`src/rtl/add_sub_acc.sv`:
```
// Sequencer for an external 4-bit add/sub stage: latches one request, runs it through
// the adder for one cycle, and holds the accumulator, flags and an operation count.
//
// state | meaning
// IDLE  | ready; a valid request is latched here
// EXEC  | adder sees acc and latched operand; results captured at end of cycle
// DONE  | results visible, o_done pulses for one cycle
module add_sub_acc #(
    parameter logic [3:0] ACC_INIT = 4'h0
) (
    input  logic       i_clk,
    input  logic       i_rst_n,
    input  logic       i_valid,
    output logic       o_ready,
    input  logic [1:0] i_op,
    input  logic [3:0] i_data,
    output logic [3:0] o_as_a,
    output logic [3:0] o_as_b,
    output logic       o_as_s,
    input  logic [3:0] i_as_sum,
    input  logic       i_as_cout,
    output logic [3:0] o_acc,
    output logic       o_c,
    output logic       o_v,
    output logic       o_z,
    output logic       o_n,
    output logic       o_done,
    output logic [7:0] o_ops
);

    typedef enum logic [1:0] {IDLE, EXEC, DONE} state_t;

    localparam logic [1:0] OP_ADD   = 2'b00;
    localparam logic [1:0] OP_SUB   = 2'b01;
    localparam logic [1:0] OP_LOAD  = 2'b10;
    localparam logic [1:0] OP_CLEAR = 2'b11;

    state_t     state_q, state_d;
    logic [1:0] op_q;
    logic [3:0] data_q;
    logic       hs;
    logic [3:0] beff;
    logic [3:0] acc_d;
    logic       c_d, v_d;

    assign o_ready = (state_q == IDLE);
    assign o_done  = (state_q == DONE);
    assign hs      = i_valid && o_ready;

    assign o_as_a = o_acc;
    assign o_as_b = data_q;
    assign o_as_s = (op_q == OP_SUB);
    assign beff   = o_as_b ^ {4{o_as_s}};

    // Zero/negative always track the accumulator, so they are correct in reset too.
    assign o_z = (o_acc == 4'h0);
    assign o_n = o_acc[3];

    always_ff @(posedge i_clk or negedge i_rst_n) begin
        if (!i_rst_n) begin
            state_q <= IDLE;
        end else begin
            state_q <= state_d;
        end
    end

    always_comb begin
        state_d = state_q;
        case (state_q)
            IDLE:    if (hs) state_d = EXEC;
            EXEC:    state_d = DONE;
            DONE:    state_d = IDLE;
            default: state_d = IDLE;
        endcase
    end

    always_comb begin
        acc_d = o_acc;
        c_d   = o_c;
        v_d   = o_v;
        case (op_q)
            OP_ADD, OP_SUB: begin
                acc_d = i_as_sum;
                c_d   = i_as_cout;
                v_d   = (o_as_a[3] == beff[3]) && (i_as_sum[3] != o_as_a[3]);
            end
            OP_LOAD: begin
                acc_d = data_q;
                c_d   = 1'b0;
                v_d   = 1'b0;
            end
            OP_CLEAR: begin
                acc_d = 4'h0;
                c_d   = 1'b0;
                v_d   = 1'b0;
            end
            default: begin
                acc_d = o_acc;
            end
        endcase
    end

    always_ff @(posedge i_clk or negedge i_rst_n) begin
        if (!i_rst_n) begin
            op_q   <= 2'b00;
            data_q <= 4'h0;
        end else if (hs) begin
            op_q   <= i_op;
            data_q <= i_data;
        end
    end

    // Adder return is sampled only on the EXEC->DONE edge.
    always_ff @(posedge i_clk or negedge i_rst_n) begin
        if (!i_rst_n) begin
            o_acc <= ACC_INIT;
            o_c   <= 1'b0;
            o_v   <= 1'b0;
            o_ops <= 8'h00;
        end else if (state_q == EXEC) begin
            o_acc <= acc_d;
            o_c   <= c_d;
            o_v   <= v_d;
            o_ops <= o_ops + 8'h01;
        end
    end

endmodule

```
`config.mk`:
```
export PLATFORM = sky130hd
export DESIGN_NAME = add_sub_acc
export DESIGN_NICKNAME = d
export VERILOG_FILES = /design/src/rtl/add_sub_acc.sv
export SDC_FILE = /design/constraint.sdc
export NUM_CORES = 1
export LEC_CHECK = 0
export ABC_AREA = 1
export BUFFER_PORTS_ARGS = -buffer_cell sky130_fd_sc_hd__buf_2
export CORE_ASPECT_RATIO = 0.8
export CORE_MARGIN = 1
export CORE_UTILIZATION = 47
export CTS_CLUSTER_DIAMETER = 60
export DETAILED_ROUTE_END_ITERATION = 10
export GPL_ROUTABILITY_DRIVEN = 0
export PLACE_DENSITY_LB_ADDON = 0.3
export SYNTH_ARGS = -nofsm -noshare
export SYNTH_HDL_FRONTEND = slang
export SYNTH_SLANG_ARGS = --single-unit
```
`constraint.sdc`:
```
create_clock -name i_clk -period 1.5 [get_ports i_clk]
set_clock_uncertainty 0.1 [all_clocks]
set_input_delay 0.3 -clock i_clk [delete_from_list [all_inputs] [get_ports i_clk]]
set_output_delay 0.3 -clock i_clk [all_outputs]
set_load 0.005 [all_outputs]
```
After elaboration in Yosys (flattened, before gate mapping)

Cells that the tools add are included.

Register bits after elaboration: 22
Word-level logic and storage cells: 29
Input bits: 14

$add $sub $neg: 1
Muxes and demuxes: 5
Bitwise gates (word level): 1
Reduce and logical (&&, ||, !) cells: 7
Eq/ne operators: 8

Operator list:

| cell                  | count |
|---|---|
| $pmux W4 S3           | 1 |
| $add A8 B1 Y8 const B | 1 |
| $eq A2 B2 Y1 const B  | 3 |
| $eq A2 B1 Y1 const B  | 2 |
| $logic_not A2 Y1      | 2 |
| $logic_not A4 Y1      | 1 |
| $pmux W1 S2           | 2 |
| $pmux W2 S2           | 1 |
| $reduce_or A2 Y1      | 2 |
| $xor A4 B4 Y4         | 1 |
| $logic_and A1 B1 Y1   | 2 |
| $mux W2               | 1 |
| $ne A2 B1 Y1 const B  | 1 |
| $eq A1 B1 Y1          | 1 |
| $ne A1 B1 Y1          | 1 |

Longest topological paths before layout

Gate-level depths: netlist of the first run.

Depth after elaboration: 5
Depth in mapped cells: 8
Mapped depth without buffers: 8

Worst setup path after synthesis of the first run

Ideal clock, no wire load.

Kind: register to register
Start point: reg state_q[1]
End point: reg o_ops[4]
Arrival: 906 ps
Slack: 377 ps
Setup time: 117 ps
Stages on the path, launching flop included: 9
Period minus slack after synthesis: 1123 ps
Path through: dfrtp_1 inv_1 nand2_2 inv_4 nand2_2 nor2_4 nand2_1 nand2_1 nand2_1

Word-level cells in the longest chain between the ends: 1

RTL lines:

| item                   | line | RTL |
|---|---|---|
| start, declared        | 38   | `state_t state_q, state_d;` |
| start signal, assigned | 63   | `state_q <= state_d;` |
| $eq A2 B1 Y1           | 120  | `end else if (state_q == EXEC) begin` |
| end signal, assigned   | 124  | `o_ops <= o_ops + 8'h01;` |
| end, declared          | 28   | `output logic [7:0] o_ops` |

Every way passes these cells.
A chain may end at the register's enable or synchronous reset.

Final worst setup path of the first run

Start point: reg o_acc[1]
End point: out o_z

Word-level cells in the longest chain between the ends: 1

RTL lines:

| item                   | line | RTL |
|---|---|---|
| start, declared        | 22   | `output logic [3:0] o_acc,` |
| start signal, assigned | 116  | `o_acc <= ACC_INIT;` |
| start signal, assigned | 121  | `o_acc <= acc_d;` |
| $logic_not A4 Y1       | 56   | `assign o_z = (o_acc == 4'h0);` |
| end, declared          | 25   | `output logic o_z,` |

Every way passes these cells.

==> metrics.csv, run 1 <==
stage,metric,value,unit
cts,clk_latency,0.30,ns
floorplanning,die_height,44.4,um
timing,rsz0062_at_grt,yes,
pwr,p_clk_share,15.7,%
drt,via_per_inst,4.82,
timing,setup_viol,1,
timing,setup_slack,-0.0187,ns
timing,finalMaxSlewViolations,0,
timing,final-hold-violation-count,0,
status,violations,negative setup slack,
cts,clk_pin_slew,0.11,ns
synthesis,syn-instance-count,124,
synthesis,netlist_area,0.00106,sq mm
synthesis,ys_seq_area_share,52.1,%
timing,tns,-0.0187,ns
timing,fmax,658,MHz
worst_setup_path,critical_path_required,1.10,ns
worst_setup_path,worst-path-max-fanout,2,
layout,area_growth_syn_to_layout,26.7,%
floorplanning,die_area,0.00244,sq mm
floorplanning,die_x,55.0,um
worst_setup_path,cp-end-kind,output pin,
pwr,switching_share,36.0,%
placement,dpl-instance-area,0.00125,sq mm
grt,grt_first_pass_wirelength,3770,um
floorplanning,initial_core_util,52.9,%
layout,final_layout_size_suffix_gt1_share,36.7,%
hold_path,hold_class,in2reg,
cts,cts_tree,built,
cts,h-tree-depth,1,
grt,grt_antenna_before_repair,0,
grt,grt_overflow,0,
pwr,p_int,1290,uW
layout,diodes,0,
pwr,p_total,2010,uW
pwr,power.leakage,0.000763,uW
drt,drc,0,
worst_setup_path,r2r_setup_slack,0.24,ns
pwr,p_comb_share,37.5,%
floorplanning,pin_count,41,
timing,period_share,101,%
grt,grt_pass1_vias,868,
cts,clk_path_buf_depth,2,
pwr,vdd.ir_drop.worst,0.990,mV
synthesis,synth_cell_types,22,
grt,grt_use_total,21.8,%
synthesis,yosys_warnings,0,
pwr,pwr-share-seq,46.8,%
status,status,"finished, violations left",
layout,final_util,67.1,%
drt,ant_nets,0,
flow_run,drv_cap,0,
timing,worstMarginPinSlew,0.467,ns
cts,cts_sinks,22,
placement,post-dp-hpwl,1680,um
floorplanning,rows,14,
synthesis,synth_nets,139,
drt,vias,930,
worst_setup_path,path_class,reg2out,
timing,fin_crit,1.52,ns
drt,wl_per_cell,11.0,um
pwr,power.density,1500,mW/mm^2
timing,slew_headroom,68.9,%
cts,cts_root_buf,clkbuf_4,
layout,fin_area,0.00134,sq mm
worst_setup_path,cp-start-kind,register,
synthesis,ys_seq_elements,22,
worst_setup_path,cp.arrival,1.12,ns
pwr,p_switching,722,uW
floorplanning,core_area,0.00200,sq mm
synthesis,syn_avg_cell_area,8.53,sq um
placement,port_buffers,40,
drt,drt_iter0_markers,8,
grt,grt_max_degree,23,
cts,numCtsBuffers,3,
drt,routed_wl,2130,um
drt,drt_pass1_iterations,4,
layout,final_nets,185,
-- area by class of cell --
cell class / count / area (sq um)
clock buffer: 4 / 36.3
timing repair buffer: 47 / 255
tap: 24 / 30.0
fill: 179 / 657
inverter: 13 / 51.3
sequential: 22 / 552
multi-input combinational: 83 / 415
-- cell usage after synthesis (all sizes together) --
cell type	n	area (sq um)
a22o	1	8.76
a22oi	1	7.51
buf	6	48.8
dfrtp	22	551
ha	1	12.5
inv	13	51.3
nand2	50	193
nand3	8	40.0
nand3b	2	15.0
nand4	4	25.0
nor2	7	41.3
nor3	1	10.0
nor4	1	6.26
o21ai	3	15.0
or2	1	6.26
xor2	3	26.3
-- registers in the layout, indices dropped and copies added (netlist names) --
| register | cells |
|---|---|
| o_acc | 4 |
| o_as_b | 4 |
| o_c | 1 |
| o_ops | 8 |
| o_v | 1 |
| op_q | 2 |
| state_q | 2 |
-- worst paths after layout --
check | startpoint | to | depth (start not counted)
setup / recovery | o_acc[1]$_DFFE_PN0N_ | o_z | 2
hold / removal | i_data[2] | o_as_b[2]$_DFFE_PN0P_ | 3
setup reg to reg | state_q[1]$_DFFE_PN0P_ | o_ops[6]$_DFFE_PN0N_ | 8
hold reg to reg | o_v$_DFFE_PN0N_ | o_v$_DFFE_PN0N_ | 2
max in group asynchronous | i_rst_n | op_q[1]$_DFFE_PN0P_ | 2
min in group asynchronous | i_rst_n | o_c$_DFFE_PN0N_ | 2
-- power by group through the flow --
stage          clock network, uW  logic (uW)  registers [uW]
5_1_grt                      360         862             969
3_5_place_dp                   0         675             954
4_1_cts                      321         723             935
3_3_place_gp                   0         659             942
2_1_floorplan                  0         418             940
6_report                     315         753             940
-- critical path, cell delays in order, from the launching register on --
cell and delay [ns]:
dfrtp_1 0.41, nor4_2 0.26, buf_2 0.15
-- layer usage --
layer	track usage (%)	share of wire [%]	routed length, um	up-vias
met3	7.90	6.8	145	0
met1	30.9	49	1040	422
met4	3.00	0	0	0
li1	-	-	-	479
met5	0	0	0	-
met2	33.0	44	939	29
-- cells in the final DEF (no fill, tap or decap), drive strengths merged --
cell / n
xor2: 3
a22o: 1
buf: 46
clkbuf: 4
ha: 1
a22oi: 1
or2: 1
nand4: 4
dfrtp: 22
nor3: 1
dlygate4sd3: 1
inv: 13
nor4: 1
o21ai: 3
nor2: 7
nand3: 8
nand2: 50
nand3b: 2
-- repair_timing --
item | in CTS | in global routing
hold buffers | 1 | 0
setup buffers | 2 | 3
hold endpoints to repair | 22 | 0
gates resized for setup | 1 | 2
setup endpoints to repair | 2 | 2
-- kinds of logic (layout without fill, tap and decap cells) --
family | Yosys count | after routing | synth area share [%]
buffers and inverters | 19 | 64 | 9.47
AOI/OAI and AO/OA | 5 | 5 | 2.96
and+or+nand+nor | 74 | 74 | 31.8
DFF | 22 | 22 | 52.1
xor gates and xnor gates | 3 | 3 | 2.49
adders and majority gates | 1 | 1 | 1.18
-- per-stage QoR --
stage                     std cells  setup WS, ns  hold slack [ns]
after global placement          183         0.290            0.178
after CTS                       190       -0.0187           0.0811
after detailed placement        183         0.250            0.180
after global routing            193       -0.0783           0.0873
after floorplan                 124         0.377          -0.0956
final                           193       -0.0187           0.0855
No activity file was read; power rests on OpenSTA's default activity.
==> run 2: changes to the inputs <==
==> constraint.sdc (replaced) <==
create_clock -name i_clk -period 1.5 [get_ports i_clk]
set_clock_uncertainty 0.1 [all_clocks]
set_input_delay 0.375 -clock i_clk [delete_from_list [all_inputs] [get_ports i_clk]]
set_output_delay 0.375 -clock i_clk [all_outputs]
set_load 0.005 [all_outputs]
==> run 2 against run 1 <==
Cell count increased by 0.52%. Worst hold slack better by 0.070 ns. Clock-buffer cell count fell by 1. Global-route usage down 1.1 points. Register-to-register slack lost 0.05 ns. Clock power rose by 44%. Utilization rose by 3.3 points. Largest cell class unchanged. Non-clock buffer count increased by 1. The flow still finishes with violations (negative setup slack). Flip-flop and latch count unchanged. Critical path depth unchanged. Worst setup slack worse by 0.082 ns.
==> metrics.csv, run 2 (synthesis results as in run 1) <==
stage,metric,value,unit
status,status,"finished, violations left",
status,violations,negative setup slack,
timing,fin_hold_ws,0.155,ns
worst_setup_path,worst-path-max-fanout,2,
timing,finalMaxSlewViolations,0,
grt,grt_overflow,0,
timing,worstMarginPinSlew,0.491,ns
grt,grt_use_total,20.7,%
drt,via_per_inst,4.93,
drt,wl_per_cell,11.8,um
layout,largest_register_ffs,8,
layout,layout_commonest_cell,nand2_1,
floorplanning,die_height,44.4,um
drt,drc,0,
layout,final_layout_size_suffix_gt1_share,38.2,%
worst_setup_path,cp-start-kind,register,
placement,port_buffers,40,
flow_run,drv_cap,0,
worst_setup_path,path_class,reg2out,
drt,drt_iter0_markers,23,
cts,cts_root_buf,clkbuf_4,
layout,diodes,0,
cts,clk_path_buf_depth,2,
cts,cts_tree,built,
worst_setup_path,critical_path_required,1.02,ns
grt,grt_pass1_vias,849,
pwr,p_total,2270,uW
floorplanning,pin_count,41,
cts,clk_pin_slew,0.13,ns
placement,post-dp-hpwl,1680,um
layout,regMostFlops,o_ops,
drt,ant_nets,0,
cts,clk_latency,0.32,ns
timing,fin_crit,1.60,ns
layout,fillers,160,
hold_path,hold_class,in2reg,
worst_setup_path,cp-end-kind,output pin,
layout,final_nets,186,
drt,drt_pass1_iterations,4,
floorplanning,rows,14,
floorplanning,initial_core_util,52.9,%
layout,area_growth_syn_to_layout,32.9,%
timing,period_share,107,%
drt,vias,957,
timing,setup_viol,1,
timing,fmax,625,MHz
floorplanning,core_area,0.00200,sq mm
grt,grt_first_pass_wirelength,3520,um
pwr,power.density,1610,mW/mm^2
layout,layout_common_cells,"47 x nand2_1, 35 x buf_2, 21 x dfrtp_1",
cts,h-tree-depth,1,
floorplanning,die_x,55.0,um
timing,slew_headroom,67.2,%
timing,setup_slack,-0.101,ns
pwr,power.leakage,0.000785,uW
floorplanning,die_area,0.00244,sq mm
drt,routed_wl,2290,um
pwr,vdd.ir_drop.worst,1.05,mV
cts,numCtsBuffers,3,
grt,grt_antenna_before_repair,0,
timing,final-hold-violation-count,0,
cts,cts_sinks,22,
grt,grt_max_degree,23,
timing,rsz0062_at_grt,yes,
worst_setup_path,cp.arrival,1.13,ns
run 2: cell count changes in the layout (fill, tap and decap cells not counted):
cell	before	now
buf_6	0	7
buf_2	40	35
buf_4	6	5
bufinv_16	0	1
clkbuf_8	1	0
inv_1	10	9
inv_2	2	3
nor2_1	5	4
nor2_2	0	1
run 2: worst max-delay path: stages (launching register included):
cell and delay (ns):
dfrtp_1 0.43, nor4_2 0.23, buf_2 0.15
run 2: final cells by class:
cell class / instances / area, sq um / share of cell area (%)
Clock buffer: 3 / 22.5 / 1.60
Timing Repair Buffer: 48 / 302 / 21.5
Tap cell: 24 / 30.0 / 2.14
Multi-Input combinational cell: 83 / 418 / 29.7
Inverter: 13 / 51.3 / 3.65
Clock inverter: 1 / 30.0 / 2.14
Sequential cell: 22 / 552 / 39.3
run 2: repair_timing:
action | CTS | global route
resized for setup | 2 | 10
buffers inserted | 4 | 4
pin swaps | 1 | 1
hold buffers | 1 | 0
endpoints found under the hold margin | 22 | 0
endpoints found under the setup margin | 3 | 8
run 2: where the power goes:
part / total (uW) / switching, uW / internal [uW]
logic: 878 / 416 / 461
registers: 935 / 169 / 766
clock network: 455 / 185 / 270
run 2: path summary, 6_finish.rpt:
path | slack [ns] | start | cells past startpoint | end
worst min-delay path | 0.16 | i_data[1] | 3 | o_as_b[1]$_DFFE_PN0P_
worst min register to register | 0.41 | o_v$_DFFE_PN0N_ | 2 | o_v$_DFFE_PN0N_
worst max-delay path | -0.10 | o_acc[1]$_DFFE_PN0N_ | 2 | o_z
max in group asynchronous | 0.48 | i_rst_n | 2 | op_q[1]$_DFFE_PN0P_
worst max register to register | 0.19 | state_q[1]$_DFFE_PN0P_ | 8 | o_ops[4]$_DFFE_PN0N_
min in group asynchronous | 0.44 | i_rst_n | 2 | o_v$_DFFE_PN0N_
run 2: through the flow:
stage | instances | setup TNS [ns] | util, % | cell area, sq um | setup WS (ns)
4_1_cts | 192 | -0.121 | 67.2 | 1340 | -0.121
6_report | 194 | -0.101 | 70.4 | 1410 | -0.101
5_1_grt | 194 | -0.273 | 70.4 | 1410 | -0.173
3_5_place_dp | 183 | 0 | 62.4 | 1250 | 0.206
2_1_floorplan | 124 | 0 | - | 1060 | 0.308
3_3_place_gp | 183 | 0 | 62.4 | 1250 | 0.203
run 2: layer usage:
metal | vias to the layer above | global-route usage [%] | share of wire [%]
met5 | - | 0 | 0
met4 | 0 | 5.00 | 0.48
met3 | 2 | 7.22 | 5.4
met2 | 34 | 32.8 | 45
met1 | 441 | 27.3 | 49
li1 | 480 | - | -
==> run 3: changes to the inputs <==
--- a/config.mk
+++ b/config.mk
@@ -5,11 +5,10 @@
 export SDC_FILE = /design/constraint.sdc
 export NUM_CORES = 1
 export LEC_CHECK = 0
-export ABC_AREA = 1
 export BUFFER_PORTS_ARGS = -buffer_cell sky130_fd_sc_hd__buf_2
 export CORE_ASPECT_RATIO = 0.8
 export CORE_MARGIN = 1
-export CORE_UTILIZATION = 47
+export CORE_UTILIZATION = 35
 export CTS_CLUSTER_DIAMETER = 60
 export DETAILED_ROUTE_END_ITERATION = 10
 export GPL_ROUTABILITY_DRIVEN = 0
==> run 3 against run 2 <==
The flow still finishes with violations (negative setup slack). Via count fell by 20%. Maximum frequency rose by 5.4%. Utilization fell by 23 points.
==> metrics.csv, run 3 <==
stage,metric,value,unit
status,status,"finished, violations left",
status,violations,negative setup slack,
placement,post-dp-hpwl,1520,um
layout,ff_latch_area,552,sq um
drt,wl_per_cell,12.9,um
layout,largest_register_ffs,8,
synthesis,synth.area.mux_share,9.59,%
synthesis,yosysTopAreaCell,dfrtp_1,
layout,regMostFlops,o_ops,
drt,routed_wl,2130,um
grt,grt_antenna_before_repair,0,
timing,setup_viol,1,
layout,layout_commonest_cell,buf_2,
synthesis,ys_seq_area_share,52.8,%
worst_setup_path,path_class,reg2out,
timing,rsz0062_at_grt,yes,
pwr,vdd.ir_drop.worst,0.450,mV
synthesis,ys_async_sr_fraction,100,%
floorplanning,core_area,0.00279,sq mm
timing,final-hold-violation-count,0,
hold_path,hold_depth,2,
worst_setup_path,cp-start-kind,register,
drt,vias,769,
hold_path,min_to,op_q[1]$_DFFE_PN0P_,
worst_setup_path,cp-end-kind,output pin,
floorplanning,rows,17,
worst_setup_path,worst-path-max-fanout,2,
layout,area_growth_syn_to_layout,25.4,%
placement,port_buffers,40,
cts,cts_tree,built,
flow_run,drv_cap,0,
timing,fmax,659,MHz
drt,ant_nets,0,
synthesis,synth_cell_types,26,
floorplanning,pin_count,41,
floorplanning,initial_core_util,37.4,%
grt,grt_use_total,14.7,%
synthesis,syn-instance-count,88,
cts,clk_pin_slew,0.07,ns
synthesis,synth_top_family_by_area,simple AND/OR/NAND/NOR gates,
cts,cts_sinks,22,
floorplanning,die_area,0.00321,sq mm
synthesis,synthSimpleGateAreaFrac,18.6,%
timing,worstMarginPinSlew,0.485,ns
cts,numCtsBuffers,3,
synthesis,synth_enable_flop_cells,0,
worst_setup_path,reg2regPathDepth,3,
layout,diodes,0,
floorplanning,die_x,63.0,um
pwr,power.density,1570,mW/mm^2
floorplanning,die_height,50.8,um
grt,grt_overflow,0,
synthesis,synthAdderAreaFrac,1.20,%
synthesis,syn_avg_cell_area,11.9,sq um
cts,clk_path_buf_depth,2,
worst_setup_path,critical_path_required,1.02,ns
cts,h-tree-depth,1,
synthesis,yosys-top-cells-area,"dfrtp_1 53%, mux2_4 8.6%, xnor2_1 4.2%, buf_4 3.6%, nand2_1 3.2%",
timing,slew_headroom,67.7,%
drt,drt_pass1_iterations,4,
cts,clk_latency,0.25,ns
grt,grt_first_pass_wirelength,3510,um
synthesis,ys.flop_type,dfrtp_1,
synthesis,synth_compound_area_share,3.60,%
timing,setup_slack,-0.0183,ns
cts,cts_root_buf,clkbuf_8,
drt,drc,0,
synthesis,ys_seq_elements,22,
hold_path,min-delay-start,i_op[1],
layout,final_nets,144,
timing,finalMaxSlewViolations,0,
grt,grt_pass1_vias,736,
worst_setup_path,r2r_setup_slack,0.15,ns
worst_setup_path,r2r_end,o_as_b[3]$_DFFE_PN0P_,
synthesis,yosys_warnings,0,
placement,dpl-instance-area,0.00123,sq mm
layout,final_util,47.0,%
worst_setup_path,rr_startpoint,state_q[0]$_DFFE_PN0P_,
layout,multi_input_area,428,sq um
synthesis,synth.most_common_cell,dfrtp_1,
drt,drt_iter0_markers,32,
layout,fillers,267,
hold_path,hold_class,in2reg,
synthesis,synth_nets,103,
synthesis,synth_common_cells,"22 x dfrtp_1, 9 x nand2_1, 9 x nor2_1, 6 x mux2_4",
layout,layout_common_cells,"40 x buf_2, 21 x dfrtp_1, 9 x nand2_1",
pwr,power.leakage,0.000673,uW
synthesis,synth_xor_area_share,6.71,%
synthesis,synth_top_area_share,52.8,%
timing,period_share,101,%
timing,fin_hold_ws,0.243,ns
drt,via_per_inst,4.66,
timing,fin_crit,1.52,ns
layout,fin_area,0.00131,sq mm
worst_setup_path,cp.arrival,1.04,ns
grt,grt_max_degree,23,
layout,final_layout_size_suffix_gt1_share,47.2,%
synthesis,netlist_area,0.00104,sq mm
[run 3: changes by cell type in the layout (fill, tap and decap cells not counted), sizes merged, moves of 3 or more]
cell and delta:
a221oi +3, buf -4, inv -11, mux2 +6
nand2 -41, nand3 -6, nor2b +3, xnor2 +5
[run 3: layer usage]
| layer | up-vias | global-route usage [%] | share of wire, % |
|---|---|---|---|
| met5 | - | 0 | 0 |
| met4 | 0 | 6.98 | 1.5 |
| met3 | 4 | 3.13 | 4.5 |
| met2 | 21 | 22.6 | 46 |
| met1 | 371 | 20.0 | 48 |
| li1 | 373 | - | - |
[run 3: cells by family (layout without fill, tap and decap cells)]
family / Yosys count / after routing
compound gates: 5 / 5
xor+xnor: 8 / 8
fa+ha+maj: 1 / 1
buf+inv: 10 / 49
flops: 22 / 22
mux: 7 / 7
simple gates: 35 / 35
[run 3: how the worst max path moves through the flow]
stage                                 startpoint                    end  slack (ns)
after floorplan           state_q[0]$_DFFE_PN0P_  o_as_b[0]$_DFFE_PN0P_        0.18
after CTS                   o_acc[1]$_DFFE_PN0N_                    o_z       -0.02
after detailed placement  state_q[1]$_DFFE_PN0P_   o_acc[2]$_DFFE_PN0N_         0.1
final                       o_acc[1]$_DFFE_PN0N_                    o_z       -0.02
after global routing        o_acc[1]$_DFFE_PN0N_                    o_z       -0.13
after global placement    state_q[1]$_DFFE_PN0P_   o_acc[2]$_DFFE_PN0N_        0.16
[run 3: what timing repair did]
| item | CTS | global route |
|---|---|---|
| endpoints found under the setup margin | 1 | 4 |
| setup buffers | 2 | 0 |
| gates resized for setup | 0 | 4 |
| pin swaps | 1 | 0 |
| endpoints found under the hold margin | 22 | 0 |
| hold buffers | 1 | 0 |
[run 3: where the power goes]
part	switching, uW	internal (uW)	total, uW
registers	215	772	987
clock network	174	179	352
logic	310	402	712
total	699	1350	2050
[run 3: stage by stage]
step | power [uW] | worst slack [ns] | TNS, ns | instances
finish | 2050 | -0.0183 | -0.0183 | 165
global route | 2210 | -0.129 | -0.139 | 165
CTS | 2050 | -0.0202 | -0.0202 | 165
detailed placement | 1660 | 0.0953 | 0 | 159
global placement | 1640 | 0.162 | 0 | 159
floorplan | 1410 | 0.179 | 0 | 88
[run 3: area by class of cell]
cell class	count	area share [%]
flip-flops and latches	22	42.2
clock buffers	3	3.15
well taps	38	3.63
repair buffers	44	17.8
inverters	2	0.574
multi-input cells	56	32.7
[run 3: worst max-delay path: stages, from the launching register on]
cell and delay, ns:
dfrtp_1 0.41, nor4_2 0.23, buf_2 0.14
